File: src/rtl/pipeline_hazard_ctrl_if.sv
// Control bundle between the pipeline stage registers and the hazard controller;
// master is the pipeline side, slave is the controller.
interface pipeline_hazard_ctrl_if #(
  parameter int CNT_W = 16
);
  logic             id_valid;
  logic [3:0]       id_src1;
  logic [3:0]       id_src2;
  logic             id_two_src;
  logic             exe_wb_en;
  logic [3:0]       exe_dest;
  logic             exe_mem_read;
  logic             mem_wb_en;
  logic [3:0]       mem_dest;
  logic             branch_taken;
  logic             mem_req;
  logic             sram_ready;

  logic             freeze_if;
  logic             flush_if;
  logic             flush_id;
  logic             freeze_pipe;
  logic             hazard;
  logic             mem_error;
  logic [CNT_W-1:0] stall_cnt;
  logic [1:0]       state;

  modport master (
    output id_valid, id_src1, id_src2, id_two_src, exe_wb_en, exe_dest, exe_mem_read,
           mem_wb_en, mem_dest, branch_taken, mem_req, sram_ready,
    input  freeze_if, flush_if, flush_id, freeze_pipe, hazard, mem_error, stall_cnt, state
  );

  modport slave (
    input  id_valid, id_src1, id_src2, id_two_src, exe_wb_en, exe_dest, exe_mem_read,
           mem_wb_en, mem_dest, branch_taken, mem_req, sram_ready,
    output freeze_if, flush_if, flush_id, freeze_pipe, hazard, mem_error, stall_cnt, state
  );
endinterface

File: src/rtl/pipeline_hazard_ctrl.sv
// Stall/flush controller for the five-stage pipeline: control outputs are same-cycle combinational,
// SRAM waits freeze the whole pipe. Define FORWARDING_EN to stall only on load-use hazards.
module pipeline_hazard_ctrl #(
  parameter int FLUSH_CYCLES = 1,
  parameter int MEM_TIMEOUT  = 255,
  parameter int CNT_W        = 16
) (
  input logic                   clk,
  input logic                   rst,
  pipeline_hazard_ctrl_if.slave bus
);

  localparam int                 WAIT_W     = $clog2(MEM_TIMEOUT + 1);
  localparam logic [WAIT_W-1:0]  WAIT_MAX   = WAIT_W'(MEM_TIMEOUT);
  localparam logic [3:0]         FLUSH_INIT = 4'(FLUSH_CYCLES - 1);

  typedef enum logic [1:0] {
    RUN      = 2'd0,
    MEM_WAIT = 2'd1,
    FLUSH    = 2'd2
  } stateT;

  stateT             stateQ, stateD;
  logic [3:0]        flushCnt, flushD;
  logic [WAIT_W-1:0] waitCnt, waitD;
  logic              memErr;
  logic              errSet;
  logic [CNT_W-1:0]  stallCnt;
  logic              hazardRaw;
  logic              memStall;
  logic              freezeIf, flushIf, flushId, freezePipe;

`ifdef FORWARDING_EN
  // Ordinary RAW is forwarded; only a load in EXE feeding ID must wait.
  assign hazardRaw = bus.id_valid && bus.exe_wb_en && bus.exe_mem_read &&
                     ((bus.id_src1 == bus.exe_dest) ||
                      (bus.id_two_src && (bus.id_src2 == bus.exe_dest)));
`else
  logic src1Hit, src2Hit;
  assign src1Hit = (bus.exe_wb_en && (bus.id_src1 == bus.exe_dest)) ||
                   (bus.mem_wb_en && (bus.id_src1 == bus.mem_dest));
  assign src2Hit = (bus.exe_wb_en && (bus.id_src2 == bus.exe_dest)) ||
                   (bus.mem_wb_en && (bus.id_src2 == bus.mem_dest));
  assign hazardRaw = bus.id_valid && (src1Hit || (bus.id_two_src && src2Hit));
`endif

  assign memStall = bus.mem_req && !bus.sram_ready;

  always_comb begin
    stateD     = stateQ;
    flushD     = flushCnt;
    waitD      = waitCnt;
    errSet     = 1'b0;
    freezeIf   = 1'b0;
    flushIf    = 1'b0;
    flushId    = 1'b0;
    freezePipe = 1'b0;

    case (stateQ)
      // Branches and hazards are ignored here: the frozen EXE stage re-presents them.
      MEM_WAIT: begin
        if (bus.sram_ready) begin
          stateD = RUN;
          waitD  = '0;
        end else if (waitCnt == WAIT_MAX) begin
          errSet = 1'b1;
          stateD = RUN;
          waitD  = '0;
        end else begin
          freezePipe = 1'b1;
          waitD      = waitCnt + 1'b1;
        end
      end

      FLUSH: begin
        if (memStall) begin
          freezePipe = 1'b1;
          stateD     = MEM_WAIT;
          waitD      = WAIT_W'(1);
          flushD     = '0;
        end else begin
          flushIf = 1'b1;
          flushId = 1'b1;
          if (flushCnt < 4'd2) begin
            stateD = RUN;
            flushD = '0;
          end else begin
            flushD = flushCnt - 1'b1;
          end
        end
      end

      default: begin
        if (memStall) begin
          freezePipe = 1'b1;
          stateD     = MEM_WAIT;
          waitD      = WAIT_W'(1);
        end else if (bus.branch_taken) begin
          flushIf = 1'b1;
          flushId = 1'b1;
          if (FLUSH_CYCLES > 1) begin
            stateD = FLUSH;
            flushD = FLUSH_INIT;
          end
        end else if (hazardRaw) begin
          freezeIf = 1'b1;
          flushId  = 1'b1;
        end
      end
    endcase
  end

  always_ff @(posedge clk) begin
    if (!rst) begin
      stateQ   <= RUN;
      flushCnt <= '0;
      waitCnt  <= '0;
      memErr   <= 1'b0;
      stallCnt <= '0;
    end else begin
      stateQ   <= stateD;
      flushCnt <= flushD;
      waitCnt  <= waitD;
      if (errSet) begin
        memErr <= 1'b1;
      end
      if ((freezeIf || freezePipe) && (stallCnt != {CNT_W{1'b1}})) begin
        stallCnt <= stallCnt + 1'b1;
      end
    end
  end

  // Control outputs are forced low for the whole time reset is held.
  assign bus.freeze_if   = rst && freezeIf;
  assign bus.flush_if    = rst && flushIf;
  assign bus.flush_id    = rst && flushId;
  assign bus.freeze_pipe = rst && freezePipe;
  assign bus.hazard      = rst && hazardRaw;
  assign bus.mem_error   = memErr;
  assign bus.stall_cnt   = stallCnt;
  assign bus.state       = stateQ;

endmodule

File: src/flat_wrapper.sv
// flat-port wrapper written by rule: the top's interface ports become plain ports
module pipeline_hazard_ctrl_flat 
#(
  parameter int FLUSH_CYCLES = 1,
  parameter int MEM_TIMEOUT  = 255,
  parameter int CNT_W        = 16
)
  (clk, rst, bus_id_valid, bus_id_src1, bus_id_src2, bus_id_two_src, bus_exe_wb_en, bus_exe_dest, bus_exe_mem_read, bus_mem_wb_en, bus_mem_dest, bus_branch_taken, bus_mem_req, bus_sram_ready, bus_freeze_if, bus_flush_if, bus_flush_id, bus_freeze_pipe, bus_hazard, bus_mem_error, bus_stall_cnt, bus_state);
  pipeline_hazard_ctrl_if #(.CNT_W(CNT_W)) bus_i ();
  input logic clk;
  input logic rst;
  input wire logic [$bits(bus_i.id_valid)-1:0] bus_id_valid;
  input wire logic [$bits(bus_i.id_src1)-1:0] bus_id_src1;
  input wire logic [$bits(bus_i.id_src2)-1:0] bus_id_src2;
  input wire logic [$bits(bus_i.id_two_src)-1:0] bus_id_two_src;
  input wire logic [$bits(bus_i.exe_wb_en)-1:0] bus_exe_wb_en;
  input wire logic [$bits(bus_i.exe_dest)-1:0] bus_exe_dest;
  input wire logic [$bits(bus_i.exe_mem_read)-1:0] bus_exe_mem_read;
  input wire logic [$bits(bus_i.mem_wb_en)-1:0] bus_mem_wb_en;
  input wire logic [$bits(bus_i.mem_dest)-1:0] bus_mem_dest;
  input wire logic [$bits(bus_i.branch_taken)-1:0] bus_branch_taken;
  input wire logic [$bits(bus_i.mem_req)-1:0] bus_mem_req;
  input wire logic [$bits(bus_i.sram_ready)-1:0] bus_sram_ready;
  output wire logic [$bits(bus_i.freeze_if)-1:0] bus_freeze_if;
  output wire logic [$bits(bus_i.flush_if)-1:0] bus_flush_if;
  output wire logic [$bits(bus_i.flush_id)-1:0] bus_flush_id;
  output wire logic [$bits(bus_i.freeze_pipe)-1:0] bus_freeze_pipe;
  output wire logic [$bits(bus_i.hazard)-1:0] bus_hazard;
  output wire logic [$bits(bus_i.mem_error)-1:0] bus_mem_error;
  output wire logic [$bits(bus_i.stall_cnt)-1:0] bus_stall_cnt;
  output wire logic [$bits(bus_i.state)-1:0] bus_state;
  assign bus_i.id_valid = bus_id_valid;
  assign bus_i.id_src1 = bus_id_src1;
  assign bus_i.id_src2 = bus_id_src2;
  assign bus_i.id_two_src = bus_id_two_src;
  assign bus_i.exe_wb_en = bus_exe_wb_en;
  assign bus_i.exe_dest = bus_exe_dest;
  assign bus_i.exe_mem_read = bus_exe_mem_read;
  assign bus_i.mem_wb_en = bus_mem_wb_en;
  assign bus_i.mem_dest = bus_mem_dest;
  assign bus_i.branch_taken = bus_branch_taken;
  assign bus_i.mem_req = bus_mem_req;
  assign bus_i.sram_ready = bus_sram_ready;
  assign bus_freeze_if = bus_i.freeze_if;
  assign bus_flush_if = bus_i.flush_if;
  assign bus_flush_id = bus_i.flush_id;
  assign bus_freeze_pipe = bus_i.freeze_pipe;
  assign bus_hazard = bus_i.hazard;
  assign bus_mem_error = bus_i.mem_error;
  assign bus_stall_cnt = bus_i.stall_cnt;
  assign bus_state = bus_i.state;
  pipeline_hazard_ctrl #(.FLUSH_CYCLES(FLUSH_CYCLES), .MEM_TIMEOUT(MEM_TIMEOUT), .CNT_W(CNT_W)) u_core (.clk(clk), .rst(rst), .bus(bus_i));
endmodule
File: config.mk
export PLATFORM = sky130hd
export DESIGN_NAME = pipeline_hazard_ctrl_flat
export DESIGN_NICKNAME = d
export VERILOG_FILES = /design/src/rtl/pipeline_hazard_ctrl_if.sv /design/src/rtl/pipeline_hazard_ctrl.sv /design/src/flat_wrapper.sv
export SDC_FILE = /design/constraint.sdc
export NUM_CORES = 1
export LEC_CHECK = 0
export CORE_ASPECT_RATIO = 1.25
export CORE_MARGIN = 2
export CORE_UTILIZATION = 25
export CTS_CLUSTER_DIAMETER = 80
export DETAILED_ROUTE_END_ITERATION = 7
export PLACE_DENSITY = 0.48
export SYNTH_ARGS = -nofsm -noshare
export SYNTH_HDL_FRONTEND = slang
export SYNTH_SLANG_ARGS = --single-unit
File: constraint.sdc
create_clock -name clk -period 2.96 [get_ports clk]
set_clock_uncertainty 0.1 [all_clocks]
set_input_delay 0.296 -clock clk [delete_from_list [all_inputs] [get_ports clk]]
set_output_delay 0.296 -clock clk [all_outputs]
set_load 0.02 [all_outputs]
==> results of run 1 <==
## layer usage
metal  part of all wire  vias up
met5                  0        -
met4             0.0050        0
met3              0.053        2
met2               0.48       28
met1               0.46      703
li1                   -      777
## sequential cells by signal (all words and copies together) (netlist names)
name	count
u_core.bus.mem_error	1
u_core.waitCnt	8
u_core.bus.stall_cnt	16
u_core.bus.state	1
## cells in the final DEF (no fill, tap or decap), types with 4 or more instances in the layout
master	netlist	layout
a21oi_1	15	15
and3_1	11	11
buf_4	1	8
clkdlybuf4s50_1	0	45
dfxtp_1	26	26
inv_1	5	5
nand2_1	9	9
nand3_1	11	11
nor2_1	19	19
nor3_1	4	4
o21a_1	4	4
o21ai_0	9	9
o31ai_1	7	7
or4_1	6	6
xnor2_1	4	4
xor2_1	13	13
## cells by family (layout without fill, tap and decap cells)
logic type | count (synthesis) | after routing | share of synthesized area
and+or+nand+nor | 81 | 81 | 0.286
AOI/OAI and AO/OA | 45 | 45 | 0.200
DFF | 26 | 26 | 0.340
xor gates and xnor gates | 17 | 17 | 0.0973
buffers and inverters | 12 | 64 | 0.0376
muxes | 3 | 3 | 0.0196
adders and majority gates | 2 | 2 | 0.0164
other | 1 | 1 | 0.00245
## worst max-delay path: stages
cell and delay (ps):
clkdlybuf4s50_1 450, xor2_1 190, nor4_1 290, a31oi_1 120, a21oi_1 230, and2_1 150
clkdlybuf4s50_1 590
## power groups by stage
stage	Combinational [W]	Sequential [W]	Clock, W
2_1_floorplan	0.0000604	0.000371	0
3_3_place_gp	0.000131	0.000369	0
3_5_place_dp	0.000130	0.000369	0
4_1_cts	0.000131	0.000361	0.000311
5_1_grt	0.000144	0.000362	0.000320
6_report	0.000130	0.000361	0.000294
## layout make-up
cell class	instances	area (sq um)	area share
inverters	5	18.8	0.00851
repair buffers	55	532	0.241
well taps	82	103	0.0465
flip-flops and latches	26	520	0.236
multi-input cells	149	960	0.435
clock buffers	3	41.3	0.0187
clock inverters	1	30.0	0.0136
## how the worst max path moves through the flow
stage | startpoint | to | cells past startpoint
3_3_place_gp | bus_id_src1[2] | u_core.bus.stall_cnt[7] | 9
6_report | bus_mem_dest[1] | bus_hazard | 7
4_1_cts | bus_id_src2[2] | bus_freeze_if | 8
3_5_place_dp | bus_id_src2[2] | u_core.bus.stall_cnt[7] | 10
2_1_floorplan | u_core.waitCnt[0] | u_core.bus.stall_cnt[15] | 8
5_1_grt | bus_exe_dest[2] | bus_hazard | 8
## synthesized netlist by cell type, drive strengths merged, types with 4 or more instances
cell / instances
buf: 4
nor2: 19
nor3: 4
inv: 5
nand3: 11
o31ai: 7
and3: 12
dfxtp: 26
nand2: 9
xor2: 13
o21a: 4
a21oi: 15
or4: 6
xnor2: 4
o21ai: 10
## metrics by stage
step                std cells  hold WS, ps  cell area [sq um]
finish                    321          376               2200
global route              321          419               2200
CTS                       321          385               2200
detailed placement        317          361               2120
global placement          317          358               2120
floorplan                 187          362               1530
## what timing repair did
item                       CTS  global route
setup endpoints to repair    1             1
pin swaps                    0             0
resized for setup            2             1
==> results_dict.tcl, run 1 <==
set metrics [dict create \
    status "finished, final reports clean" \
    synth_nets 215 \
    ys_types 39 \
    synth.top_cell.area_share 0.340 \
    r2r-start "u_core.waitCnt[0]" \
    globalRouteMet2Util 0.190 \
    die_x_um 74.0 \
    wl_mm 3.82 \
    switching_share 0.232 \
    design.core.area_sq_um 5860 \
    gp_congestion 0.737 \
    portBuffers 47 \
    grtUsageMet3 0.0333 \
    die_h_um 91.5 \
    synthArstFlopShare 0 \
    seq_area_frac_synth 0.340 \
    r2r_slack_ps 380 \
    whs_path_depth 2 \
    fin_util 0.376 \
    postCtsHoldBufs 0 \
    worstMarginPinSlew_ps 558 \
    grt_pass1_wl_mm 6.40 \
    share_seq_of_total_power 0.459 \
    hpwl_mm 2.96 \
    ir_drop_mv 0.198 \
    viasPerCell 4.70 \
    crit_type "input port to output port" \
    syn_inst 187 \
    post-route-period-util 0.918 \
    p_switching_w 0.000182 \
    power.leakage_nw 0.822 \
    htreeDepth 1 \
    drv_cap 0 \
    synth_edf_count 0 \
    io_pins 50 \
    vias 1510 \
    ys_warn_count 0 \
    insertion_delay_ps 270 \
    arrival_ps 2320 \
    p_total_w 0.000785 \
    first_global_vias 1372 \
    route.detailed.wl_per_inst_um 11.9 \
    r2r_cells 8 \
    clkPwrFrac 0.375 \
    regToRegEndpoint "u_core.bus.stall_cnt[13]" \
    critPathMaxFanout 3 \
    cp-start-kind "input port" \
    cp-end-kind "output port" \
    grt_max_degree 17 \
    synth_seq_cells 26 \
    track_usage 0.116 \
    power.density_nw_per_um2 356 \
    fin_ws_ps 243 \
    initial_core_util 0.261 \
    first_iter_violations 26 \
    std_cell_rows 31 \
    clock_path_buffers 2 \
    cts_buffers 3 \
    rsz0062_at_grt "false" \
    hold_viol_final 0 \
    num_antenna_cells 0 \
    cts_tree "built" \
    yosys.area.top_type "dfxtp_1" \
    fp.dieArea_sq_um 6770 \
    p_int_w 0.000603 \
    grt_util_met1 0.154 \
    clkSinkCount 26 \
    dr.pass1.iters 3 \
    dpl_worst_slack_ps 67.5 \
    grt_overflow 0 \
    cts_root_buffer "clkbuf_8" \
    required_ps 2560 \
    ant_nets 0 \
    hp-class "flop to flop" \
    setup_viol 0 \
    holdPathEnd "u_core.bus.mem_error" \
    finalSetupTns_ps 0 \
    fillers 632 \
    synth_area_leaders "dfxtp_1, xor2_1, a21oi_1, nor2_1, and3_1" \
    drive_gt1_frac 0.0711 \
    syn_area_per_cell_sq_um 8.18 \
    drc 0 \
    power_frac_comb 0.166 \
    nNetsFinal 268 \
    synth_ff_type "dfxtp_1" \
    syn_area_sq_um 1530 \
    relSlewSlack 0.628 \
    finalMaxSlewViolations 0 \
    post_cts_buffers 0 \
    final.min_clock_period_ps 2720 \
    clk_pin_slew_worst_paths_ps 90 \
    antenna_found_initial 0 \
    syn_to_final_growth_pct 44.1 \
    hold_start "u_core.bus.mem_error" \
    fmaxAchievable_mhz 368 \
    grt_most_used_layer "met2" \
]
Power figures use the tool's default switching activity.
==> run 2, diff against run 1 <==
--- a/config.mk
+++ b/config.mk
@@ -11,6 +11,8 @@
 export CTS_CLUSTER_DIAMETER = 80
 export DETAILED_ROUTE_END_ITERATION = 7
 export PLACE_DENSITY = 0.48
+export SLEW_MARGIN = 20
 export SYNTH_ARGS = -nofsm -noshare
 export SYNTH_HDL_FRONTEND = slang
 export SYNTH_SLANG_ARGS = --single-unit
+export TNS_END_PERCENT = 30
==> results of run 2 <==
Final layout, timing and power as in run 1 (identical DEF).
